[config.mk]
export PLATFORM = sky130hd
export DESIGN_NAME = div_seq_ctrl
export DESIGN_NICKNAME = d
export VERILOG_FILES = /design/src/rtl/div_seq_ctrl.sv
export SDC_FILE = /design/constraint.sdc
export NUM_CORES = 1
export LEC_CHECK = 0
export CORE_ASPECT_RATIO = 1.2
export CORE_MARGIN = 1
export CORE_UTILIZATION = 42
export DETAILED_ROUTE_END_ITERATION = 10
export PLACE_DENSITY_LB_ADDON = 0.05
export SYNTH_ARGS = -nofsm -noshare
export SYNTH_HDL_FRONTEND = slang
export SYNTH_SLANG_ARGS = --single-unit
[constraint.sdc]
create_clock -name clk -period 1.4 [get_ports clk]
set_input_delay 0.21 -clock clk [delete_from_list [all_inputs] [get_ports clk]]
set_output_delay 0.21 -clock clk [all_outputs]
set_load 0.02 [all_outputs]
[src/rtl/div_seq_ctrl.sv]
// -----------------------------------------------------------------------------
// div_seq_ctrl
//   Sequencing controller for a restoring shift/subtract divider. The
//   datapath holds A (partial remainder), Q (dividend/quotient) and M
//   (divisor); this block only issues the strobes that step it through WIDTH
//   iterations and hands the result to the consumer with a valid/ready pair.
//
// Ports
//   clk          in   sole clock, rising edge
//   reset        in   synchronous, active-high
//   start        in   division request, taken only while in_ready=1
//   divisor_zero in   divisor == 0, sampled together with start
//   a_msb        in   sign of A after the subtract (used in CHECK only)
//   out_ready    in   consumer takes the result (used in DONE only)
//   in_ready     out  idle, a new start will be accepted
//   ld           out  load Q and M, clear A
//   lshift       out  shift A:Q left one bit
//   a_sub        out  A <= A - M
//   a_restore    out  A <= A + M (negative trial remainder)
//   q0_wr        out  write Q[0]
//   q0_val       out  value for Q[0]
//   busy         out  run in progress (LOAD..CHECK)
//   out_valid    out  quotient/remainder valid
//   div_by_zero  out  result invalid, divisor was zero (qualified by out_valid)
//
// State  | meaning
// -------+-------------------------------------------------------------
// IDLE   | waiting for start, in_ready=1
// LOAD   | operands loaded into the datapath, iteration counter cleared
// SHIFT  | A:Q shifted left one bit
// SUB    | trial subtract A - M
// CHECK  | quotient bit written, A restored when the trial went negative
// DONE   | result presented until out_ready
// -----------------------------------------------------------------------------
module div_seq_ctrl #(
  parameter int WIDTH = 16
) (
  input  logic clk,
  input  logic reset,
  input  logic start,
  input  logic divisor_zero,
  input  logic a_msb,
  input  logic out_ready,
  output logic in_ready,
  output logic ld,
  output logic lshift,
  output logic a_sub,
  output logic a_restore,
  output logic q0_wr,
  output logic q0_val,
  output logic busy,
  output logic out_valid,
  output logic div_by_zero
);

  localparam int CW = (WIDTH > 2) ? $clog2(WIDTH) : 1;
  localparam logic [CW-1:0] LAST_ITER = CW'(WIDTH - 1);

  typedef enum logic [2:0] {
    S_IDLE  = 3'd0,
    S_LOAD  = 3'd1,
    S_SHIFT = 3'd2,
    S_SUB   = 3'd3,
    S_CHECK = 3'd4,
    S_DONE  = 3'd5
  } state_t;

  state_t          r_state;
  logic [CW-1:0]   r_cnt;
  logic            r_dz;

  logic            r_in_ready;
  logic            r_ld;
  logic            r_lshift;
  logic            r_a_sub;
  logic            r_q0_wr;
  logic            r_busy;
  logic            r_out_valid;
  logic            r_div_by_zero;

  state_t          w_next;
  logic            w_dz_next;

  always_comb begin
    w_next = r_state;
    case (r_state)
      S_IDLE:  if (start) w_next = S_LOAD;
      S_LOAD:  w_next = r_dz ? S_DONE : S_SHIFT;
      S_SHIFT: w_next = S_SUB;
      S_SUB:   w_next = S_CHECK;
      S_CHECK: w_next = (r_cnt == LAST_ITER) ? S_DONE : S_SHIFT;
      S_DONE:  if (out_ready) w_next = S_IDLE;
      default: w_next = S_IDLE;
    endcase
  end

  // The zero-divisor flag is only captured on the accepting edge; it keeps
  // its value through the run and is only exposed while in DONE.
  assign w_dz_next = (r_state == S_IDLE && start) ? divisor_zero : r_dz;

  // Outputs are decoded from the next state so that they are registered yet
  // still line up with the state they belong to.
  always_ff @(posedge clk) begin
    if (reset) begin
      r_state       <= S_IDLE;
      r_cnt         <= '0;
      r_dz          <= 1'b0;
      r_in_ready    <= 1'b1;
      r_ld          <= 1'b0;
      r_lshift      <= 1'b0;
      r_a_sub       <= 1'b0;
      r_q0_wr       <= 1'b0;
      r_busy        <= 1'b0;
      r_out_valid   <= 1'b0;
      r_div_by_zero <= 1'b0;
    end else begin
      r_state <= w_next;
      r_dz    <= w_dz_next;

      if (r_state == S_LOAD) begin
        r_cnt <= '0;
      end else if (r_state == S_CHECK && r_cnt != LAST_ITER) begin
        r_cnt <= r_cnt + 1'b1;
      end

      r_in_ready    <= (w_next == S_IDLE);
      r_ld          <= (w_next == S_LOAD);
      r_lshift      <= (w_next == S_SHIFT);
      r_a_sub       <= (w_next == S_SUB);
      r_q0_wr       <= (w_next == S_CHECK);
      r_busy        <= (w_next != S_IDLE) && (w_next != S_DONE);
      r_out_valid   <= (w_next == S_DONE);
      r_div_by_zero <= (w_next == S_DONE) && w_dz_next;
    end
  end

  assign in_ready    = r_in_ready;
  assign ld          = r_ld;
  assign lshift      = r_lshift;
  assign a_sub       = r_a_sub;
  assign q0_wr       = r_q0_wr;
  assign busy        = r_busy;
  assign out_valid   = r_out_valid;
  assign div_by_zero = r_div_by_zero;

  // Restore decision needs the sign of the subtract result from this very
  // cycle, so it is gated combinationally by the registered CHECK strobe.
  assign a_restore   = r_q0_wr & a_msb;
  assign q0_val      = r_q0_wr & ~a_msb;

endmodule

==> flow_metrics.env, run 1 <==
export IMPL_outcome="completed"
export IMPL_cts_root_buf="clkbuf_4"
export IMPL_gp_congestion=0.734
export IMPL_clkLatencyLatePin_ps=290
export IMPL_crit_family="simple AND/OR/NAND/NOR gates"
export IMPL_synth_seq_cells=16
export IMPL_synthCells=79
export IMPL_initial_core_util_pct=44.2
export IMPL_critPathKind="flip-flop to flip-flop"
export IMPL_met3WireLength_um=41
export IMPL_die_area_um2=1880
export IMPL_holdPathStages=2
export IMPL_final_common_cell="dfxtp_1"
export IMPL_min_to="r_cnt[0]"
export IMPL_switchingPower_mw=0.282
export IMPL_clock_fmax_mhz=740
export IMPL_worst_hold_slack_ps=502
export IMPL_max_stage_delay_ps=330
export IMPL_tightestPinTransition_ps=389
export IMPL_cts_num_sinks=16
export IMPL_p_comb_share_pct=23.5
export IMPL_die_y_um=47.3
export IMPL_clockBufferDepth=2
export IMPL_crit_chain="buf_4, buf_4, nor4b_4, nor2_2, nor4_2"
export IMPL_final_cell_mix="14 x dfxtp_1, 10 x dlygate4sd2_1, 10 x buf_4, 8 x a21oi_1, 5 x clkdlybuf4s50_1"
export IMPL_cellLeakagePower_nw=0.432
export IMPL_slew_viol_final=0
export IMPL_cp_depth=5
export IMPL_globalRouteOverflowTotal=0
export IMPL_syn_area_per_cell_um2=9.08
export IMPL_yosys_cell_types_count=31
export IMPL_hold_class="flip-flop to flip-flop"
export IMPL_fill_cells=145
export IMPL_route_met2_wl_um=698
export IMPL_p_int_mw=0.769
export IMPL_power_frac_clock_pct=29.0
export IMPL_synth_edff_count=0
export IMPL_r2r_cells=5
export IMPL_synth_seq_area_share_pct=44.7
export IMPL_vias=642
export IMPL_critPathArrivalTime_ps=1560
export IMPL_synthToLayoutAreaGrowth_pct=45.0
export IMPL_relSlewSlack_pct=73.7
export IMPL_required_ps=1610
export IMPL_async_flop_share_pct=0
export IMPL_drt_total_wl_um=1470
export IMPL_sequentialPowerShare_pct=47.5
export IMPL_drive_gt1_share_pct=26.0
export IMPL_path_max_fanout=8
export IMPL_grt_pass1_wl_um=2150
export IMPL_h_tree_depth=1
export IMPL_crit_top_cell="buf_4"
export IMPL_cts_tree="yes"
export IMPL_first_pass_iters=5
export IMPL_r2r_slack_ps=50
export IMPL_peakVddDrop_v=0.000760
export IMPL_postCtsSetupBuffers=0
export IMPL_postCtsHoldBufs=0
export IMPL_ant_nets=0
export IMPL_synth_area_um2=717
export IMPL_yosysWarnings=0
export IMPL_cp_end_kind="flip-flop"
export IMPL_switching_share_pct=26.9
export IMPL_drc=0
export IMPL_startpoint_type="flip-flop"
export IMPL_clk_pin_slew_worst_paths_ps=90
export IMPL_fp_dieW_um=39.7
export IMPL_cp_slowest_cell="dfxtp_2"
export IMPL_final_nets=112
export IMPL_fin_crit_sh_pct=96.5
export IMPL_synth_top_area_cell="dfxtp_1"
export IMPL_synth_nets=86
export IMPL_dp_hpwl_um=1060
export IMPL_grt_use_total_pct=16.9
export IMPL_core_area_um2=1620
export IMPL_min_from="r_cnt[0]"
export IMPL_vias_per_cell=5.26
export IMPL_rows=16
export IMPL_wl_per_cell_um=12.1
export IMPL_place_area_um2=965
export IMPL_drt_iter0_markers=15
export IMPL_worstReg2RegStart="r_state[1]"
export IMPL_num_io_pins=16
export IMPL_synth_area_leaders="dfxtp_1 45%, a21oi_1 5.6%, nor4b_1 3.7%"
export IMPL_r2r_end="a_sub"
export IMPL_highest_layer="met4"
export IMPL_cp_num_buf_inv=2
export IMPL_period_needed_ps=1350
export IMPL_wl_met1_um=701
export IMPL_grt_pass1_vias=507
export IMPL_powerDensity_nw_per_um2=1010
export IMPL_ys_flop_type="dfxtp_1"
export IMPL_drv_cap=0
export IMPL_synth_top_area_share_pct=44.7
export IMPL_fin_area_um2=1040
export IMPL_rsz0062_at_grt="yes"
export IMPL_diodes=0
export IMPL_grt_antenna_before_repair=0
export IMPL_cts_buffers=3
export IMPL_hold_violations=0
export IMPL_port_buffers=15
export IMPL_grt_max_degree=14
export IMPL_finClkSkew_ps=1.58
export IMPL_finalSetupViolCount=0
how the worst max path moves through the flow:
stage | from | to | slack (ps)
after global routing | r_state[1] | a_sub | -40
after CTS | r_state[0] | r_cnt[3] | 30
after detailed placement | a_msb | a_restore | -200
after floorplan | r_state[2] | r_cnt[3] | 10
final | r_state[1] | a_sub | 50
after global placement | a_msb | a_restore | -190
state kept, by name, indices dropped and copies added (netlist names):
register	cells
a_sub	1
busy	1
div_by_zero	1
in_ready	1
ld	1
lshift	1
out_valid	1
q0_wr	1
r_cnt	4
r_dz	1
r_state	3
cell usage after synthesis (all sizes together) (2+ instances only):
master	instances
and2	2
nand2	3
a21oi	8
or3	3
a21o	2
clkbuf	5
a211oi	2
o31ai	2
dfxtp	16
nor2	4
or3b	2
nand3	3
nor3b	3
o21ai	4
nor2b	4
nor4b	3
logic make-up after synthesis:
family / share of synthesized area [%]
adder cells (fa/ha/maj): 1.74
AO/OA/AOI/OAI: 19.7
AND/OR/NAND/NOR: 27.6
multiplexers: 2.97
flip-flops: 44.7
buffers and inverters: 3.31
area by class of cell:
cell class / count / area (µm²) / area share (%)
multi-input cells: 57 / 422 / 40.6
inverters: 1 / 3.75 / 0.361
well taps: 18 / 22.5 / 2.17
repair buffers: 26 / 233 / 22.4
flip-flops and latches: 16 / 323 / 31.0
clock buffers: 4 / 36.3 / 3.49
per-layer routing:
metal / GRT usage, % / up-vias
met5: 0 / -
li1: - / 340
met2: 24.9 / 11
met4: 10.3 / 0
met1: 22.7 / 287
met3: 2.84 / 4
power groups by stage:
stage	sequential [mW]	combinational, mW	clock, mW
6_report	0.499	0.247	0.305
2_1_floorplan	0.530	0.105	0
5_1_grt	0.503	0.267	0.322
3_3_place_gp	0.507	0.233	0
3_5_place_dp	0.508	0.234	0
4_1_cts	0.497	0.224	0.311
per-stage QoR:
step	TNS (ps)	std cells	setup slack [ps]	util, %	total power, mW
after floorplan	0	79	9.57	-	0.635
after global placement	-507	118	-194	59.5	0.741
after detailed placement	-532	118	-200	59.5	0.742
after CTS	0	122	27.5	61.0	1.03
after global routing	-43.3	122	-40.4	64.1	1.09
final	0	122	48.4	64.1	1.05
timing repair:
| action | 4_1_cts | 5_1_grt |
|---|---|---|
| endpoints found under the hold margin | 0 | 0 |
| setup endpoints to repair | 10 | 8 |
| pin swaps | 0 | 2 |
| resized for setup | 10 | 12 |
tightest hold or removal path, cell delays in order (launching register included):
cell and delay [ps]:
dfxtp_2 340, o21ai_0 70, a21oi_1 60
(Power assumes the default switching activity.)
==> run 2: changes to the inputs <==
==> constraint.sdc (replaced) <==
create_clock -name clk -period 1.1 [get_ports clk]
set_input_delay 0.165 -clock clk [delete_from_list [all_inputs] [get_ports clk]]
set_output_delay 0.165 -clock clk [all_outputs]
set_load 0.02 [all_outputs]
==> run 2 against run 1 <==
Net effect: the run now ends with negative setup slack left; sequential share of layout area decreased by 4.0 points; clock skew about the same; die area unchanged; utilization increased by 11 points; critical path type unchanged; first-iteration DRC count increased by 6.7%.
==> flow_metrics.env, run 2 (synthesis gave the netlist of run 1 again) <==
export IMPL_port_buffers=15
export IMPL_clk_pin_slew_worst_paths_ps=100
export IMPL_dp_hpwl_um=1160
export IMPL_grt_antenna_before_repair=0
export IMPL_first_pass_iters=4
export IMPL_crit_start="r_state[0]"
export IMPL_grt_pass1_vias=654
export IMPL_diodes=0
export IMPL_ant_nets=0
export IMPL_required_ps=1340
export IMPL_cp_end_kind="flip-flop"
export IMPL_largest_register_ffs=4
export IMPL_grt_max_degree=10
export IMPL_r2r_cells=3
export IMPL_hold_class="flip-flop to flip-flop"
export IMPL_gp_congestion=0.804
export IMPL_fin_crit_sh_pct=121
export IMPL_largest_register="r_cnt"
export IMPL_cts_root_buf="clkbuf_4"
export IMPL_hold_violations=0
export IMPL_tightestPinTransition_ps=326
export IMPL_rows=16
export IMPL_cp_slowest_cell="or3b_4"
export IMPL_violations="negative setup slack"
export IMPL_rsz0062_at_grt="yes"
export IMPL_cts_tree="yes"
export IMPL_clock_fmax_mhz=749
export IMPL_endpoint="r_cnt[0]"
export IMPL_cellLeakagePower_nw=0.498
export IMPL_core_area_um2=1620
export IMPL_finClkSkew_ps=1.15
export IMPL_vias_per_cell=5.74
export IMPL_layout_setup_ws_ps=-235
export IMPL_h_tree_depth=1
export IMPL_powerDensity_nw_per_um2=1200
export IMPL_wl_per_cell_um=16.2
export IMPL_cts_buffers=3
export IMPL_synthToLayoutAreaGrowth_pct=70.5
export IMPL_startpoint_type="flip-flop"
export IMPL_outcome="finished with violations"
export IMPL_die_area_um2=1880
export IMPL_drt_total_wl_um=2130
export IMPL_drv_cap=0
export IMPL_fin_util_pct=75.4
export IMPL_die_y_um=47.3
export IMPL_relSlewSlack_pct=78.0
export IMPL_crit_chain="or3b_4, or3_1, a21oi_2"
export IMPL_critPathArrivalTime_ps=1580
export IMPL_drc=0
export IMPL_max_stage_delay_ps=430
export IMPL_fp_dieW_um=39.7
export IMPL_total_power_mw=1.47
export IMPL_final_common_cell="buf_4"
export IMPL_initial_core_util_pct=44.2
export IMPL_peakVddDrop_v=0.000812
export IMPL_path_max_fanout=7
export IMPL_cts_num_sinks=16
export IMPL_finalSetupViolCount=14
export IMPL_clkLatencyLatePin_ps=300
export IMPL_slew_viol_final=0
export IMPL_num_io_pins=16
export IMPL_final_cell_mix="14 x buf_4, 12 x dfxtp_1, 7 x buf_6, 6 x clkbuf_2, 5 x a21oi_1"
export IMPL_grt_use_total_pct=22.7
export IMPL_globalRouteOverflowTotal=0
export IMPL_r2r_slack_ps=-230
export IMPL_drive_gt1_share_pct=53.5
export IMPL_vias=758
export IMPL_final_nets=122
export IMPL_critPathKind="flip-flop to flip-flop"
export IMPL_r2r_end="r_cnt[0]"
export IMPL_clockBufferDepth=2
export IMPL_grt_pass1_wl_um=2840
export IMPL_drt_iter0_markers=16
export IMPL_worstReg2RegStart="r_state[0]"
export IMPL_period_needed_ps=1330
export IMPL_top_regs="r_cnt (4), r_state (3)"
==> run 2: critical path, delay by kind of cell, from the launching register on <==
kind | cells | cell delay, ps
flops | 1 | 370
compound gates | 1 | 130
simple gates | 2 | 770
==> run 2: worst min-delay path by stage <==
stage | slack [ps] | endpoint | cells past startpoint | start
floorplan | 280 | in_ready | 1 | reset
global placement | 460 | q0_wr | 1 | r_state[2]
detailed placement | 470 | q0_wr | 1 | r_state[2]
CTS | 460 | q0_wr | 1 | r_state[2]
global route | 470 | q0_wr | 1 | r_state[2]
finish | 460 | q0_wr | 1 | r_state[2]
==> run 2: what timing repair did <==
| action | CTS | global route |
|---|---|---|
| hold buffers | 0 | 0 |
| resized for setup | 40 | 38 |
| cloned | 1 | 0 |
| endpoints found under the setup margin | 25 | 24 |
| buffers inserted | 3 | 1 |
| pin swaps | 8 | 8 |
==> run 2: report_power, final <==
part	leakage [nW]	internal, mW	switching, mW	total, mW
Combinational	0.344	0.215	0.193	0.409
Sequential	0.133	0.616	0.0341	0.650
Clock	0.0210	0.202	0.208	0.410
Total	0.498	1.03	0.435	1.47
==> run 2: metrics by stage <==
step	setup slack [ps]	TNS [ps]	instances	cell area (µm²)	hold WS, ps
2_1_floorplan	-187	-983	79	726	285
3_3_place_gp	-405	-3450	123	996	456
3_5_place_dp	-425	-3660	123	996	466
4_1_cts	-213	-1960	131	1140	456
5_1_grt	-255	-2750	132	1220	466
6_report	-235	-1980	132	1220	462
==> run 2: layer usage <==
| metal | wire [µm] | track usage (%) | share of wire (%) | up-vias |
|---|---|---|---|---|
| met1 | 892 | 27.8 | 42 | 380 |
| met2 | 1160 | 39.0 | 54 | 11 |
| li1 | - | - | - | 362 |
| met5 | 0 | 0 | 0 | - |
| met3 | 43 | 2.84 | 2.0 | 5 |
| met4 | 38 | 10.3 | 1.8 | 0 |
==> run 2: layout make-up <==
type,instances,area [µm²]
multi-input combinational,57,505
timing repair buffer,36,324
inverter,1,3.75
sequential,16,330
clock buffer,4,36.3
fill,118,399
tap,18,22.5
==> run 3: changes to the inputs <==
==> constraint.sdc (replaced) <==
create_clock -name clk -period 1.2 [get_ports clk]
set_input_delay 0.18 -clock clk [delete_from_list [all_inputs] [get_ports clk]]
set_output_delay 0.18 -clock clk [all_outputs]
set_load 0.02 [all_outputs]
==> run 3 against run 2 <==
Net effect: the run still ends with negative setup slack left; clock power shrank 14%; via count is 6.9% lower; global-route usage decreased by 3.5 points; flip-flop and latch count unchanged; power shrank 12%; critical path type unchanged; critical endpoint unchanged; largest power group unchanged.
==> flow_metrics.env, run 3 (synthesis gave the netlist of run 1 again) <==
export IMPL_violations="negative setup slack"
export IMPL_fin_crit_sh_pct=109
export IMPL_dpl_worst_slack_ps=-357
export IMPL_drt_iter0_markers=8
export IMPL_grt_max_degree=10
export IMPL_finalSetupViolCount=6
export IMPL_final_cell_mix="20 x buf_4, 13 x dfxtp_1, 8 x dlygate4sd2_1, 6 x a21oi_1, 5 x clkdlybuf4s50_1"
export IMPL_die_y_um=47.3
export IMPL_drive_gt1_share_pct=47.4
export IMPL_wl_per_cell_um=13.1
export IMPL_die_area_um2=1880
export IMPL_relSlewSlack_pct=83.7
export IMPL_clkLatencyLatePin_ps=290
export IMPL_clock_fmax_mhz=762
export IMPL_hold_violations=0
export IMPL_outcome="finished with violations"
export IMPL_hold_class="primary input to flip-flop"
export IMPL_drv_cap=0
export IMPL_worstReg2RegStart="r_state[1]"
export IMPL_layout_setup_ws_ps=-112
export IMPL_vias_per_cell=5.27
export IMPL_cts_num_sinks=16
export IMPL_multi_input_area_um2=493
export IMPL_rows=16
export IMPL_clockBufferDepth=2
export IMPL_setup_tns_ps=-387
export IMPL_grt_antenna_before_repair=0
export IMPL_fp_dieW_um=39.7
export IMPL_min_to="r_dz"
export IMPL_placed_cells=124
export IMPL_slew_viol_final=0
export IMPL_crit_start="r_state[1]"
export IMPL_holdPathStages=3
export IMPL_peakVddDrop_v=0.000837
export IMPL_worst_hold_slack_ps=549
export IMPL_critPathKind="flip-flop to flip-flop"
export IMPL_drc=0
export IMPL_diodes=0
export IMPL_final_nets=124
export IMPL_rsz0062_at_grt="yes"
export IMPL_period_needed_ps=1310
export IMPL_clk_pin_slew_worst_paths_ps=90
export IMPL_largest_register="r_cnt"
export IMPL_h_tree_depth=1
export IMPL_cts_buffers=3
export IMPL_min_from="divisor_zero"
export IMPL_post_layout_nonfiller_instances=134
export IMPL_grt_use_total_pct=19.2
export IMPL_synthToLayoutAreaGrowth_pct=66.8
export IMPL_drt_total_wl_um=1750
export IMPL_tightestPinTransition_ps=245
export IMPL_cts_root_buf="clkbuf_4"
export IMPL_register_area_um2=327
export IMPL_dp_hpwl_um=1190
export IMPL_path_max_fanout=7
export IMPL_total_power_mw=1.30
export IMPL_critPathArrivalTime_ps=1540
export IMPL_initial_core_util_pct=44.2
export IMPL_first_pass_iters=4
export IMPL_postCtsHoldBufs=0
export IMPL_core_area_um2=1620
export IMPL_vias=706
export IMPL_r2r_slack_ps=-110
export IMPL_largest_register_ffs=4
export IMPL_finClkSkew_ps=1.81
export IMPL_startpoint_type="flip-flop"
export IMPL_cellLeakagePower_nw=0.504
export IMPL_r2r_cells=3
export IMPL_final_common_cell="buf_4"
export IMPL_grt_pass1_vias=612
export IMPL_fill_cells=130
export IMPL_port_buffers=15
export IMPL_num_io_pins=16
export IMPL_top_regs="r_cnt (4), r_state (3)"
export IMPL_globalRouteOverflowTotal=0
export IMPL_ant_nets=0
export IMPL_grt_pass1_wl_um=2460
export IMPL_required_ps=1430
export IMPL_cts_tree="yes"
export IMPL_r2r_end="r_cnt[0]"
export IMPL_powerDensity_nw_per_um2=1090
export IMPL_cp_end_kind="flip-flop"
export IMPL_gp_congestion=0.797
run 3: per-layer routing:
metal	vias up	wire, µm	track usage, %
li1	367	-	-
met1	322	747	24.3
met2	13	917	30.8
met3	4	57	2.84
met4	0	30	10.3
met5	-	0	0
run 3: what timing repair did:
| action | CTS | global route |
|---|---|---|
| endpoints found under the setup margin | 21 | 15 |
| endpoints found under the hold margin | 0 | 0 |
| pin swaps | 4 | 8 |
| setup buffers | 3 | 3 |
| resized for setup | 28 | 19 |
run 3: worst max-delay path by stage:
stage	slack, ps	endpoint
4_1_cts	-120	r_cnt[0]
5_1_grt	-150	r_cnt[0]
3_3_place_gp	-330	a_restore
3_5_place_dp	-360	a_restore
6_report	-110	r_cnt[0]
2_1_floorplan	-90	r_cnt[0]
run 3: cell type report:
class,instances,area share (%)
multi-input cells,57,41.2
flip-flops and latches,16,27.3
repair buffers,38,26.3
clock buffers,4,3.03
well taps,18,1.88
inverters,1,0.314
run 3: critical path: stages (launching register included):
cell,delay (ps)
dfxtp_4,370
or3b_4,410
or3_4,350
a21oi_2,120
run 3: stage by stage:
step | instance area [µm²] | util [%]
5_1_grt | 1200 | 73.8
3_3_place_gp | 1000 | 61.9
6_report | 1200 | 73.8
4_1_cts | 1100 | 67.7
2_1_floorplan | 723 | -
3_5_place_dp | 1000 | 61.9
run 3: power breakdown:
part / leakage [nW] / switching (mW) / total, mW / internal (mW)
Clock: 0.0210 / 0.168 / 0.353 / 0.185
Combinational: 0.351 / 0.162 / 0.356 / 0.194
Sequential: 0.132 / 0.0234 / 0.589 / 0.566
Total: 0.504 / 0.354 / 1.30 / 0.945
==> edit: new RTL, flow settings as in run 3 <==
Make the reset (`reset`) asynchronous in one clocked block.
--- a/src/rtl/div_seq_ctrl.sv
+++ b/src/rtl/div_seq_ctrl.sv
@@ -100,7 +100,7 @@
 
   // Outputs are decoded from the next state so that they are registered yet
   // still line up with the state they belong to.
-  always_ff @(posedge clk) begin
+  always_ff @(posedge clk or posedge reset) begin
     if (reset) begin
       r_state       <= S_IDLE;
       r_cnt         <= '0;
Function: differs if reset is asserted again (counterexample within 4 cycles, from zero or initial values and one cycle with reset high); with reset held inactive, the same outputs for 10 cycles.
==> edit against run 3 <==
  * Routed wire length down 10%
  * Critical endpoint is now r_cnt[0]
  * Sequential cell count unchanged
  * Critical path type unchanged
  * Hold slack got worse by 0.46 ns
  * Synthesized area rose by 2.6%
  * Worst setup slack got worse by 0.12 ns
  * Final area down 6.1%
  * The flow still finishes with violations (setup timing)
Power is not compared: it rests on default switching activity, and its combinational part moved more than twofold at a synthesized area within 25%.
==> edit: results (changes against run 3) <==
.. list-table::
   :header-rows: 1

   * - Metric
     - Value
   * - Hold slack final
     - 0.0911 ns (-0.457 ns)
   * - Maximum cell stage delay along the critical path
     - 0.46 ns (+0.05 ns)
   * - Root buffer cell
     - clkbuf_4
   * - Synth top area cells
     - dfrtp_1 (51%), dfstp_2 (3.6%), nand3_1 (3.4%)
   * - Asr flop ratio synth
     - 100% (+100 points)
   * - Final Setup Violations
     - 11 (+5)
   * - DP Worst Slack
     - -0.350 ns (+0.00747 ns)
   * - Layout cell share with drive strength beyond 1
     - 42.3% (-5.1 points)
   * - CP startpoint
     - r_state[1]
   * - Vias in the first global route
     - 621 (+1.5%)
   * - Syn Nets
     - 74 (-14%)
   * - Post-route worst setup slack
     - -0.233 ns (-0.121 ns)
   * - Distinct cells, synth
     - 32 (+3.2%)
   * - Area fraction in compound gates after synthesis
     - 8.67% (-11 points)
   * - Critical path arrival
     - 1.64 ns (+0.10 ns)
   * - Global placer's final weighted congestion
     - 0.720 (-9.7%)
   * - Largest fanout of any net on the critical path
     - 6 (-1)
   * - Fraction of synthesized area in multiplexers
     - 2.89% (-0.076 points)
   * - Quantity of gates resized following cts
     - 33 (+18%)
   * - First-pass GRT wire length
     - 2.51 mm (+2.2%)
   * - Final-layout setup total negative slack
     - -1.23 ns (-0.842 ns)
   * - Global Route met3 Usage
     - 2.79% (-0.053 points)
   * - GRT met2 Usage
     - 35.8% (+5.0 points)
   * - Number of DRC violations after detailed-routing iteration 0
     - 4 (-4)
   * - Hold Path Class
     - in2async
   * - Global-route usage over all layers
     - 19.5% (+0.30 points)
   * - Routed wirelength normalized by instance count
     - 12.9 µm (-1.3%)
   * - Arithmetic-cell share of the synthesized area counting full adders, half adders and majority gates
     - 1.70% (-0.045 points)
   * - Failing checks
     - setup timing
   * - M1 wire length
     - 670 µm (-10%)
   * - Most frequent cells after synthesis
     - dfrtp_1 (15), nand3_1 (5), nand2_1 (4), nor2b_1 (4)
   * - Metal3 WL
     - 46 µm (-19%)
   * - DRT Pass-1 Iters
     - 3 (-1)
   * - Relative max-transition margin
     - 79.6% (-4.0 points)
   * - Outcome
     - finished, violations left
   * - Met2 routed WL
     - 844 µm (-8.0%)
   * - Cell at the slowest stage of the critical path
     - dfrtp_2
   * - Register area share after synthesis
     - 54.6% (+9.9 points)
   * - Total number of nets in the final design
     - 112 (-9.7%)
   * - Detail-routed via count per cell
     - 5.08 (-3.5%)
   * - Worst setup endpoint
     - r_cnt[0]
-- edit: cell count changes after synthesis, sizes merged, moves of 3 or more --
| cell | before | now |
|---|---|---|
| dfxtp | 16 | 0 |
| clkbuf | 5 | 0 |
| and2b | 0 | 3 |
| a21oi | 8 | 2 |
| dfrtp | 0 | 15 |
-- edit: final cells by class --
class                           count  area, µm²
Clock buffer                        4       26.3
Fill cell                         140        518
Inverter                            3       11.3
Multi-Input combinational cell     46        365
Sequential cell                    16        405
Tap cell                           18       22.5
Timing Repair Buffer               35        293
-- edit: stage by stage --
stage / cell area, µm² / instances
2_1_floorplan: 758 / 67
3_3_place_gp: 1030 / 114
3_5_place_dp: 1030 / 114
4_1_cts: 1100 / 121
5_1_grt: 1120 / 122
6_report: 1120 / 122
-- edit: power by group --
part	switching, µW	internal (µW)	leakage, µW
Combinational	597	704	0.000358
Sequential	149	750	0.000203
Clock	161	129	0.0000150
Total	907	1580	0.000577
